`src/rtl/addsub_sat_pipe.sv`:
```
// addsub_sat_pipe: pipelined saturating two's-complement add/subtract unit.
// The carry chain is cut into STAGES slices of WIDTH/STAGES bits each.
// Stage k adds slice k using the carry registered by stage k-1.
// The whole pipe advances on ~out_valid | out_ready and holds otherwise.
// The last stage computes overflow and saturation and loads the output register.
module addsub_sat_pipe #(
   parameter int WIDTH  = 16,
   parameter int STAGES = 2,
   parameter int SAT_EN = 1
) (
   input  logic             clk,
   input  logic             rst_n,
   input  logic             in_valid,
   output logic             in_ready,
   input  logic [WIDTH-1:0] a,
   input  logic [WIDTH-1:0] b,
   input  logic             sub,
   output logic             out_valid,
   input  logic             out_ready,
   output logic [WIDTH-1:0] result,
   output logic             ovfl,
   output logic             neg,
   output logic             zero,
   output logic             sticky_ovfl,
   input  logic             clr_sticky
);

   localparam int SW = WIDTH / STAGES;

   // One pipeline slot: the operands travel with the partial sum and the carry.
   // The operand MSBs are still needed at the end to detect overflow.
   typedef struct packed {
      logic             v;
      logic [WIDTH-1:0] a;
      logic [WIDTH-1:0] b;
      logic [WIDTH-1:0] s;
      logic             c;
   } stage_t;

   logic advance;

   // Every stage moves together when the output slot is empty or being drained.
   assign advance  = ~out_valid | out_ready;
   assign in_ready = advance;

   genvar k;
   generate
      for (k = 0; k < STAGES; k++) begin : g_st
         stage_t      q;      // state entering stage k
         stage_t      d;      // state leaving stage k
         logic [SW:0] slice;  // slice k sum with its carry-out

         if (k == 0) begin : g_src
            // Subtraction is A + ~B + 1, so the carry-in is the sub bit.
            // Field order is v, a, b, s, c.
            assign q = {in_valid, a, (sub ? ~b : b), {WIDTH{1'b0}}, sub};
         end else begin : g_reg
            // Pipeline register between stage k-1 and stage k; it holds while stalled.
            // NOTE: the data fields are reset together with v so no X can reach the outputs;
            // these are ordinary flops, not a memory array.
            always_ff @(posedge clk or negedge rst_n) begin
               if (!rst_n) begin
                  q <= '0;
               end else if (advance) begin
                  // NOTE: non-blocking assignment, so each stage samples its neighbour's
                  // value from before the clock edge.
                  q <= g_st[k-1].d;
               end
            end
         end

         // Resolve slice k of the carry chain and pass everything else through.
         always_comb begin
            // NOTE: d starts as a full copy of q, so every field is assigned on every
            // path and no latch can be inferred.
            d     = q;
            slice = {1'b0, q.a[k*SW +: SW]} + {1'b0, q.b[k*SW +: SW]} + {{SW{1'b0}}, q.c};
            d.s[k*SW +: SW] = slice[SW-1:0];
            d.c   = slice[SW];
         end
      end
   endgenerate

   stage_t           last;
   logic             raw_ovfl;
   logic [WIDTH-1:0] sat_res;
   logic             unused_bits;

   assign last = g_st[STAGES-1].d;

   // The final carry-out and the operand bits below the MSB are not needed for the result.
   assign unused_bits = ^{last.c, last.a[WIDTH-2:0], last.b[WIDTH-2:0]};

   // Signed overflow, then saturation toward the sign of A.
   always_comb begin
      raw_ovfl = (last.a[WIDTH-1] == last.b[WIDTH-1]) & (last.s[WIDTH-1] != last.a[WIDTH-1]);
      sat_res  = last.s;
      if ((SAT_EN != 0) && raw_ovfl) begin
         sat_res = last.a[WIDTH-1] ? {1'b1, {(WIDTH-1){1'b0}}} : {1'b0, {(WIDTH-1){1'b1}}};
      end
   end

   // Output register: it loads the finished result and its flags on every advance.
   always_ff @(posedge clk or negedge rst_n) begin
      if (!rst_n) begin
         out_valid <= 1'b0;
         result    <= '0;
         ovfl      <= 1'b0;
         neg       <= 1'b0;
         zero      <= 1'b0;
      end else if (advance) begin
         out_valid <= last.v;
         result    <= sat_res;
         ovfl      <= raw_ovfl;
         neg       <= sat_res[WIDTH-1];
         zero      <= (sat_res == '0);
      end
   end

   // Sticky overflow: set by a delivered overflow result; a set in the same cycle beats a clear.
   always_ff @(posedge clk or negedge rst_n) begin
      if (!rst_n) begin
         sticky_ovfl <= 1'b0;
      end else if (out_valid && out_ready && ovfl) begin
         sticky_ovfl <= 1'b1;
      end else if (clr_sticky) begin
         sticky_ovfl <= 1'b0;
      end
   end

endmodule

```
`config.mk`:
```
export PLATFORM = sky130hd
export DESIGN_NAME = addsub_sat_pipe
export DESIGN_NICKNAME = d
export VERILOG_FILES = /design/src/rtl/addsub_sat_pipe.sv
export SDC_FILE = /design/constraint.sdc
export NUM_CORES = 1
export LEC_CHECK = 0
export BUFFER_PORTS_ARGS = -buffer_cell sky130_fd_sc_hd__buf_2
export CORE_MARGIN = 4
export CORE_UTILIZATION = 58
export CTS_CLUSTER_DIAMETER = 40
export CTS_CLUSTER_SIZE = 16
export DETAILED_ROUTE_END_ITERATION = 8
export MAX_ROUTING_LAYER = met4
export PLACE_DENSITY = 0.95
export SYNTH_ARGS = -nofsm -noshare
export SYNTH_HDL_FRONTEND = slang
export SYNTH_SLANG_ARGS = --single-unit
```
`constraint.sdc`:
```
create_clock -name clk -period 4.9 [get_ports clk]
set_input_delay 0.49 -clock clk [delete_from_list [all_inputs] [get_ports clk]]
set_output_delay 0.49 -clock clk [all_outputs]
set_load 0.01 [all_outputs]
```
### Yosys cells after proc, flatten, opt, wreduce, memory -nomap -nowiden

Cells that the tools add are included.

* add/subtract/negate cells: 4
* reduce and logical (&&, ||, !) cells: 4
* multiplexer cells: 5
* equality and inequality tests: 2
* bitwise gates (word level): 4

Operators with widths (count)
* 16-bit two-way mux: 3
* 16-bit logical NOT: 1
* 16-bit NOT: 1
* 8-bit by 8-bit adder with 9-bit output: 1
* 9-bit by 1-bit adder with 9-bit output: 1
* 8-bit by 1-bit adder with 8-bit output: 1
* 8-bit adder: 1
* 1-bit logical AND: 2
* 1-bit two-way mux: 2
* 2-bit nonzero test: 1
* 1-bit AND: 1
* 1-bit == test: 1
* 1-bit != test: 1
* 1-bit NOT: 1
* 1-bit OR: 1

* input port bits: 38
* flip-flop bits (word level): 63
* word-level logic and storage cells: 30
* output and inout port bits: 22

### Logic depth before layout (Yosys ltp)

Gate-level depths: netlist of run 1.

* word-level depth: 6
* mapped depth: 9
* depth with buffers taken out: 8

### Worst setup path after synthesis of run 1

Ideal clock, no wire load.

* path kind: input-to-reg
* start: input sub
* end: register g_st[1].q, in the netlist g_st[1].d[6]
* stages on the path: 9
* setup slack: 2.395 ns
* arrival: 2.375 ns
* setup time: 0.130 ns
* required time: 4.770 ns
* cells stage by stage: buf_2 buf_2 xor2_1 ha_1 and3_1 a2111o_1 a21oi_1 xor2_1 o21ai_1

* cells in the longest elaborated chain, start to end: 3

Ends and longest elaborated chain
* from (decl): line 17 `input logic sub,`
* 16-bit two-way mux: line 56 `assign q = {in_valid, a, (sub ? ~b : b), {WIDTH{1'b0}}, sub};`
* 8-bit by 8-bit adder with 9-bit output: line 77 `slice = {1'b0, q.a[k*SW +: SW]} + {1'b0, q.b[k*SW +: SW]} + {{SW{1'b0}}, q.c};`
* 9-bit by 1-bit adder with 9-bit output (*): line 77
* to (signal assigned): line 67 `q <= g_st[k-1].d;`
* to (decl): line 49 `stage_t q;`

Mark *: on every way between the ends. The rest lies on a longest branch, timed or not.
A chain may end at the register's enable or synchronous reset.

### Worst setup path in the final report of run 1

* start: register g_st[1].q[0] (netlist name)
* end: register zero

* cells in the longest elaborated chain, start to end: 5

Ends and longest elaborated chain
* 8-bit by 1-bit adder with 8-bit output (*): line 77
* 1-bit != test: line 96 `raw_ovfl = (last.a[WIDTH-1] == last.b[WIDTH-1]) & (last.s[WIDTH-1] != last.a[WIDTH-1]);`
* 1-bit AND: line 96
* 16-bit two-way mux (*): line 98 `if ((SAT_EN != 0) && raw_ovfl) begin`
* 16-bit logical NOT (*): line 116 `zero <= (sat_res == '0);`
* to (signal assigned): line 116
* to (decl): line 23 `output logic zero,`

Marked as above.

==> results.py, run 1 <==
metrics = {
    "drt": {
        "drc": 0,
        "ant_nets": 0,
        "wl_um": 6190,
        "viasPerCell": 5.95,
        "wl_per_cell_um": 15.4,
        "vias": 2387,
        "first_iter_violations": 363,
        "dr.pass1.iters": 7,
    },
    "synth": {
        "async_flop_share": 1.00,
        "postSynthCellCount": 294,
        "synth.net_count": 348,
        "synth-edff-count": 0,
        "synth_top_area_frac": 0.433,
        "synth_area_per_cell_um2": 9.05,
        "synthFlopType": "dfrtp_1",
        "synth_area_leader_cell": "dfrtp_1",
        "synth_warnings": 0,
        "synth.top_cells.by_area": "dfrtp_1 (43%), nand2_1 (9.2%), ha_1 (6.1%)",
        "yosysSeqAreaShare": 0.433,
        "ys_seq_elements": 46,
        "synth_cell_types": 53,
        "netlist_area_um2": 2660,
    },
    "clock_tree": {
        "cts_resized": 0,
        "holdBufCountCts": 0,
        "cts_buffers": 5,
        "postCtsSetupRepairBufs": 0,
        "clkTransAtPathRegs_ns": 0.08,
        "cts_tree": "done",
        "clockRootBuffer": "clkbuf_8",
        "clock_latency_ns": 0.30,
        "htree_levels": 2,
        "cts_num_sinks": 46,
        "cts_max_path_buffers": 2,
    },
    "timing": {
        "finalCritPeriodShare": 0.559,
        "maxSlewHeadroom": 0.331,
        "tns_ns": 0,
        "worst_pin_slew_ns": 1.00,
        "period_needed_ns": 2.74,
        "rsz0062_at_grt": "false",
        "drv_slew": 0,
        "setup_violations": 0,
        "finClkSkew_ns": 0.00604,
        "hold_viol": 0,
        "fmax_ghz": 0.365,
    },
    "hold_path": {
        "hold_class": "in2async",
    },
    "setup_path": {
        "worst-path-buf-inv": 1,
        "critical-path-max-stage-delay_ns": 0.54,
        "cp_max_fo": 2,
        "slowest_stage": "or4_1",
        "end_kind": "flop",
        "crit_family": "simple AND/OR/NAND/NOR gates",
        "cp.arrival_ns": 2.94,
        "crit_type": "reg2reg",
        "crit_chain": "fa_1 > inv_1 > fa_1 > and2b_1 > o31a_2 > mux2i_1 > or4_1 > o31ai_2",
        "cpMostUsedCell": "fa_1",
        "start_kind": "flop",
        "required_ns": 5.10,
    },
    "floorplan": {
        "dieArea_um2": 5740,
        "start_util": 0.607,
        "ios": 60,
        "core_um2": 4380,
        "die_w_um": 75.7,
        "die_y_um": 75.7,
        "num_rows": 24,
    },
    "grt": {
        "grt_max_degree": 47,
        "grt_pass1_wl_um": 10000,
        "grt-ovfl-total": 0,
        "grt_antenna_before_repair": 0,
        "grt_pass1_vias": 2191,
        "track_usage": 0.236,
    },
    "layout": {
        "fillers": 331,
        "nNetsFinal": 403,
        "area_delta_synth_final_pct": 16.3,
        "drive_gt1_frac": 0.223,
        "antenna_cells": 0,
        "final_cell_area_um2": 3090,
        "layout_common_cells": "nand2_1 (65), buf_2 (59), dfrtp_1 (46), nor2_1 (23), a21oi_1 (21)",
        "final_common_cell": "nand2_1",
    },
    "power_and_ir_drop": {
        "seqPwrFrac": 0.400,
        "clkPwrFrac": 0.208,
        "switching_share": 0.370,
        "p_int_uw": 875,
        "power_density_nw_per_um2": 449,
        "p_comb_frac": 0.392,
        "p_switching_uw": 513,
        "p_leak_uw": 0.00151,
        "worst_ir_drop_vdd_v": 0.000245,
    },
    "place": {
        "dp_hpwl_um": 4450,
        "dpl_cell_area_um2": 2980,
        "io_buffers": 59,
        "gp_congestion": 0.880,
    },
    "outcome": {
        "outcome": "complete, no violations",
    },
    "flow_run": {
        "maxCapViolCount": 0,
    },
}
==> cells in the mapped netlist, types with 2 or more instances <==
master and instances:
ha_1 13, inv_1 9, o211ai_1 2, o21a_1 5, xor2_1 12, nor2b_1 2
a21o_1 3, clkbuf_1 7, nor2_1 23, nor4_1 4, o21bai_1 2, o21ai_1 6
a211o_1 2, and3_1 2, a21oi_1 21, nand2_1 65, dfrtp_1 46, o21ai_0 18
buf_2 4, xnor2_1 10, nand2b_1 4, fa_1 3
==> path summary, 6_finish.rpt <==
check                                                from                         to  slack (ns)  cells after the start
max in group asynchronous                           rst_n      out_valid$_DFFE_PN0P_        3.92                      1
worst max register to register   g_st[1].q[0]$_DFFE_PN0P_           zero$_DFFE_PN0P_        2.16                      8
min in group clk                               clr_sticky    sticky_ovfl$_DFFE_PN0P_        0.37                      2
worst min register to register  g_st[1].d[49]$_DFFE_PN0P_      out_valid$_DFFE_PN0P_        0.47                      1
worst max-delay path             g_st[1].q[0]$_DFFE_PN0P_           zero$_DFFE_PN0P_        2.16                      8
worst min-delay path                                rst_n  g_st[1].d[28]$_DFFE_PN0P_        0.35                      1
==> registers in the layout, summed over array words and instances, names as in the netlist <==
register	flops
ovfl	1
sticky_ovfl	1
g_st.d	25
g_st.q	1
result	16
zero	1
out_valid	1
==> through the flow <==
step | utilization | hold slack [ns] | setup slack, ns | cells | power, uW
final | 0.706 | 0.355 | 2.16 | 401 | 1390
after global routing | 0.706 | 0.378 | 2.04 | 401 | 1480
after CTS | 0.706 | 0.369 | 2.20 | 401 | 1390
after detailed placement | 0.680 | 0.452 | 2.24 | 394 | 1090
after global placement | 0.680 | 0.441 | 2.36 | 394 | 1070
after floorplan | - | 0.194 | 2.39 | 294 | 914
==> per-layer routing <==
layer,GRT usage,share of wire
met1,0.308,0.42
met2,0.375,0.48
met5,-,0
met4,0.0835,0.023
met3,0.0356,0.078
==> logic make-up after synthesis <==
group / count (synthesis) / synth area share
and+or+nand+nor: 110 / 0.182
DFF: 46 / 0.433
adders and majority gates: 16 / 0.0837
xor gates and xnor gates: 22 / 0.0724
AOI/OAI and AO/OA: 76 / 0.187
muxes: 2 / 0.00799
buffers and inverters: 22 / 0.0343
==> area by class of cell <==
cell class / instances / area (um2) / area share
Clock inverter: 1 / 30.0 / 0.00970
Sequential cell: 46 / 1150 / 0.372
Timing Repair Buffer: 61 / 310 / 0.100
Multi-Input combinational cell: 226 / 1420 / 0.459
Tap cell: 52 / 65.1 / 0.0210
Clock buffer: 6 / 82.6 / 0.0267
Inverter: 9 / 33.8 / 0.0109
==> power groups by stage <==
stage | registers, uW | clock network, uW | logic [uW]
final | 555 | 289 | 543
after global routing | 568 | 306 | 602
after CTS | 555 | 291 | 541
after detailed placement | 562 | 0 | 530
after global placement | 557 | 0 | 512
after floorplan | 579 | 0 | 335
No activity file was read; power rests on OpenSTA's default activity.
==> inputs of run 2 (changes only) <==
- CORE_UTILIZATION: 58 -> 49
- PLACE_DENSITY: 0.95 -> 0.86
- clock period: 4.9 -> 2.4 ns (I/O delays scaled with it)
==> run 2 against run 1 <==
  * The flow now finishes with violations (negative setup slack)
  * Combinational power increased by 110%
  * Core utilization down 9.1 points
  * Via count shrank 4.9%
  * Global-route usage down 2.9 points
  * Sequential cell count did not move
==> results.py, run 2 (synthesis results as in run 1) <==
metrics = {
    "outcome": {
        "outcome": "finished with violations",
        "violations": "negative setup slack",
    },
    "layout": {
        "largest_reg_flops": 25,
        "antenna_cells": 0,
        "fin_util": 0.614,
        "final_common_cell": "nand2_1",
        "fillers": 458,
        "drive_gt1_frac": 0.250,
        "layout_common_cells": "nand2_1 (65), buf_2 (59), dfrtp_1 (46), nor2_1 (23), a21oi_1 (21)",
        "area_delta_synth_final_pct": 19.4,
        "nNetsFinal": 409,
    },
    "floorplan": {
        "ios": 60,
        "num_rows": 26,
        "dieArea_um2": 6670,
        "die_w_um": 81.7,
        "core_um2": 5170,
        "start_util": 0.515,
        "die_y_um": 81.7,
    },
    "timing": {
        "period_needed_ns": 2.41,
        "drv_slew": 0,
        "hold_ws_ns": 0.0762,
        "maxSlewHeadroom": 0.340,
        "hold_viol": 0,
        "worst_pin_slew_ns": 0.990,
        "postLayoutSetupSlackWorst_ns": -0.0132,
        "finalCritPeriodShare": 1.01,
        "rsz0062_at_grt": "true",
        "setup_violations": 1,
        "finClkSkew_ns": 0.0121,
        "fmax_ghz": 0.414,
    },
    "setup_path": {
        "start_kind": "flop",
        "end_kind": "flop",
        "critical-path-max-stage-delay_ns": 0.44,
        "cp_max_fo": 2,
        "required_ns": 2.62,
        "crit_type": "reg2reg",
        "cp.arrival_ns": 2.63,
        "cpMostUsedCell": "fa_2",
        "crit_chain": "fa_2 > inv_2 > fa_2 > and2b_1 > o31a_2 > mux2i_1 > or4_1 > o31ai_2",
        "slowest_stage": "or4_1",
    },
    "power_and_ir_drop": {
        "power_density_nw_per_um2": 902,
        "p_leak_uw": 0.00154,
        "worst_ir_drop_vdd_v": 0.000347,
    },
    "drt": {
        "vias": 2269,
        "drc": 0,
        "wl_um": 6140,
        "viasPerCell": 5.33,
        "ant_nets": 0,
        "first_iter_violations": 206,
        "wl_per_cell_um": 14.4,
        "dr.pass1.iters": 4,
    },
    "grt": {
        "busiest_layer": "met2",
        "grt_use_met2": 0.333,
        "track_usage": 0.207,
        "grt_antenna_before_repair": 0,
        "grt_pass1_vias": 2281,
        "grtUsageMet1": 0.260,
        "grt_pass1_wl_um": 10300,
        "grt_max_degree": 47,
        "grt-ovfl-total": 0,
        "use_met3": 0.0329,
    },
    "clock_tree": {
        "cts_buffers": 5,
        "clockRootBuffer": "clkbuf_8",
        "htree_levels": 2,
        "cts_max_path_buffers": 2,
        "cts_tree": "done",
        "cts_num_sinks": 46,
        "clkTransAtPathRegs_ns": 0.09,
        "clock_latency_ns": 0.31,
    },
    "place": {
        "dp_hpwl_um": 4650,
        "io_buffers": 59,
        "gp_congestion": 0.891,
    },
    "hold_path": {
        "hold_class": "in2async",
    },
    "flow_run": {
        "maxCapViolCount": 0,
    },
}
[run 2: cell types whose count changed in the layout (fill, tap and decap cells not counted), sizes merged]
cell,before,now
buf,61,67
clkbuf,6,5
clkinvlp,0,1
inv,9,10
[run 2: worst paths after layout]
kind                                                 from                   endpoint  slack, ns  cells past startpoint
worst max register to register  g_st[1].d[41]$_DFFE_PN0P_           zero$_DFFE_PN0P_      -0.01                      8
max in group asynchronous                           rst_n  g_st[1].d[41]$_DFFE_PN0P_       1.70                      1
worst max-delay path            g_st[1].d[41]$_DFFE_PN0P_           zero$_DFFE_PN0P_      -0.01                      8
worst min register to register  g_st[1].d[49]$_DFFE_PN0P_      out_valid$_DFFE_PN0P_       0.47                      1
min in group clk                               clr_sticky    sticky_ovfl$_DFFE_PN0P_       0.11                      2
worst min-delay path                                rst_n   g_st[1].d[8]$_DFFE_PN0P_       0.08                      1
[run 2: metal layers]
| metal | wire length, um | vias up |
|---|---|---|
| met5 | 0 | - |
| met4 | 112 | 0 |
| met3 | 399 | 9 |
| met2 | 2950 | 87 |
| met1 | 2680 | 1050 |
| li1 | - | 1123 |
[run 2: final cells by class]
type                            count  area (um2)  area share
Clock buffer                        5        68.8      0.0217
Clock inverter                      3        48.8      0.0154
Inverter                            9        33.8      0.0106
Multi-Input combinational cell    226        1430       0.451
Sequential cell                    46        1150       0.362
Tap cell                           70        87.6      0.0276
Timing Repair Buffer               67         355       0.112
[run 2: power breakdown]
part	switching [uW]	leakage, uW	internal [uW]
logic	647	0.000934	487
clock network	283	0.0000563	317
registers	145	0.000546	988
total	1080	0.00154	1790
[run 2: critical path, delay by kind of cell, from the launching register on]
family / cells / cell delay (ns)
AO/OA/AOI/OAI: 2 / 0.48
adder cells (fa/ha/maj): 2 / 0.60
buffers and inverters: 1 / 0.06
flip-flops: 1 / 0.41
multiplexers: 1 / 0.14
AND/OR/NAND/NOR: 2 / 0.63
[run 2: repair_timing]
| action | 4_1_cts | 5_1_grt |
|---|---|---|
| pin swaps | 0 | 2 |
| buffers inserted | 1 | 1 |
| resized for setup | 1 | 0 |
| endpoints found under the setup margin | 1 | 1 |
| hold buffers | 0 | 0 |
[run 2: stage by stage]
stage                     instances  setup TNS [ns]  total power [uW]  instance area, um2  setup slack (ns)
after global placement          416               0              2200                3040            0.0832
after CTS                       425        -0.00789              2860                3170          -0.00789
after detailed placement        416        -0.00923              2250                3040          -0.00923
final                           426         -0.0132              2870                3180           -0.0132
after global routing            426          -0.107              3070                3180            -0.107
after floorplan                 294               0              1870                2670            0.0922
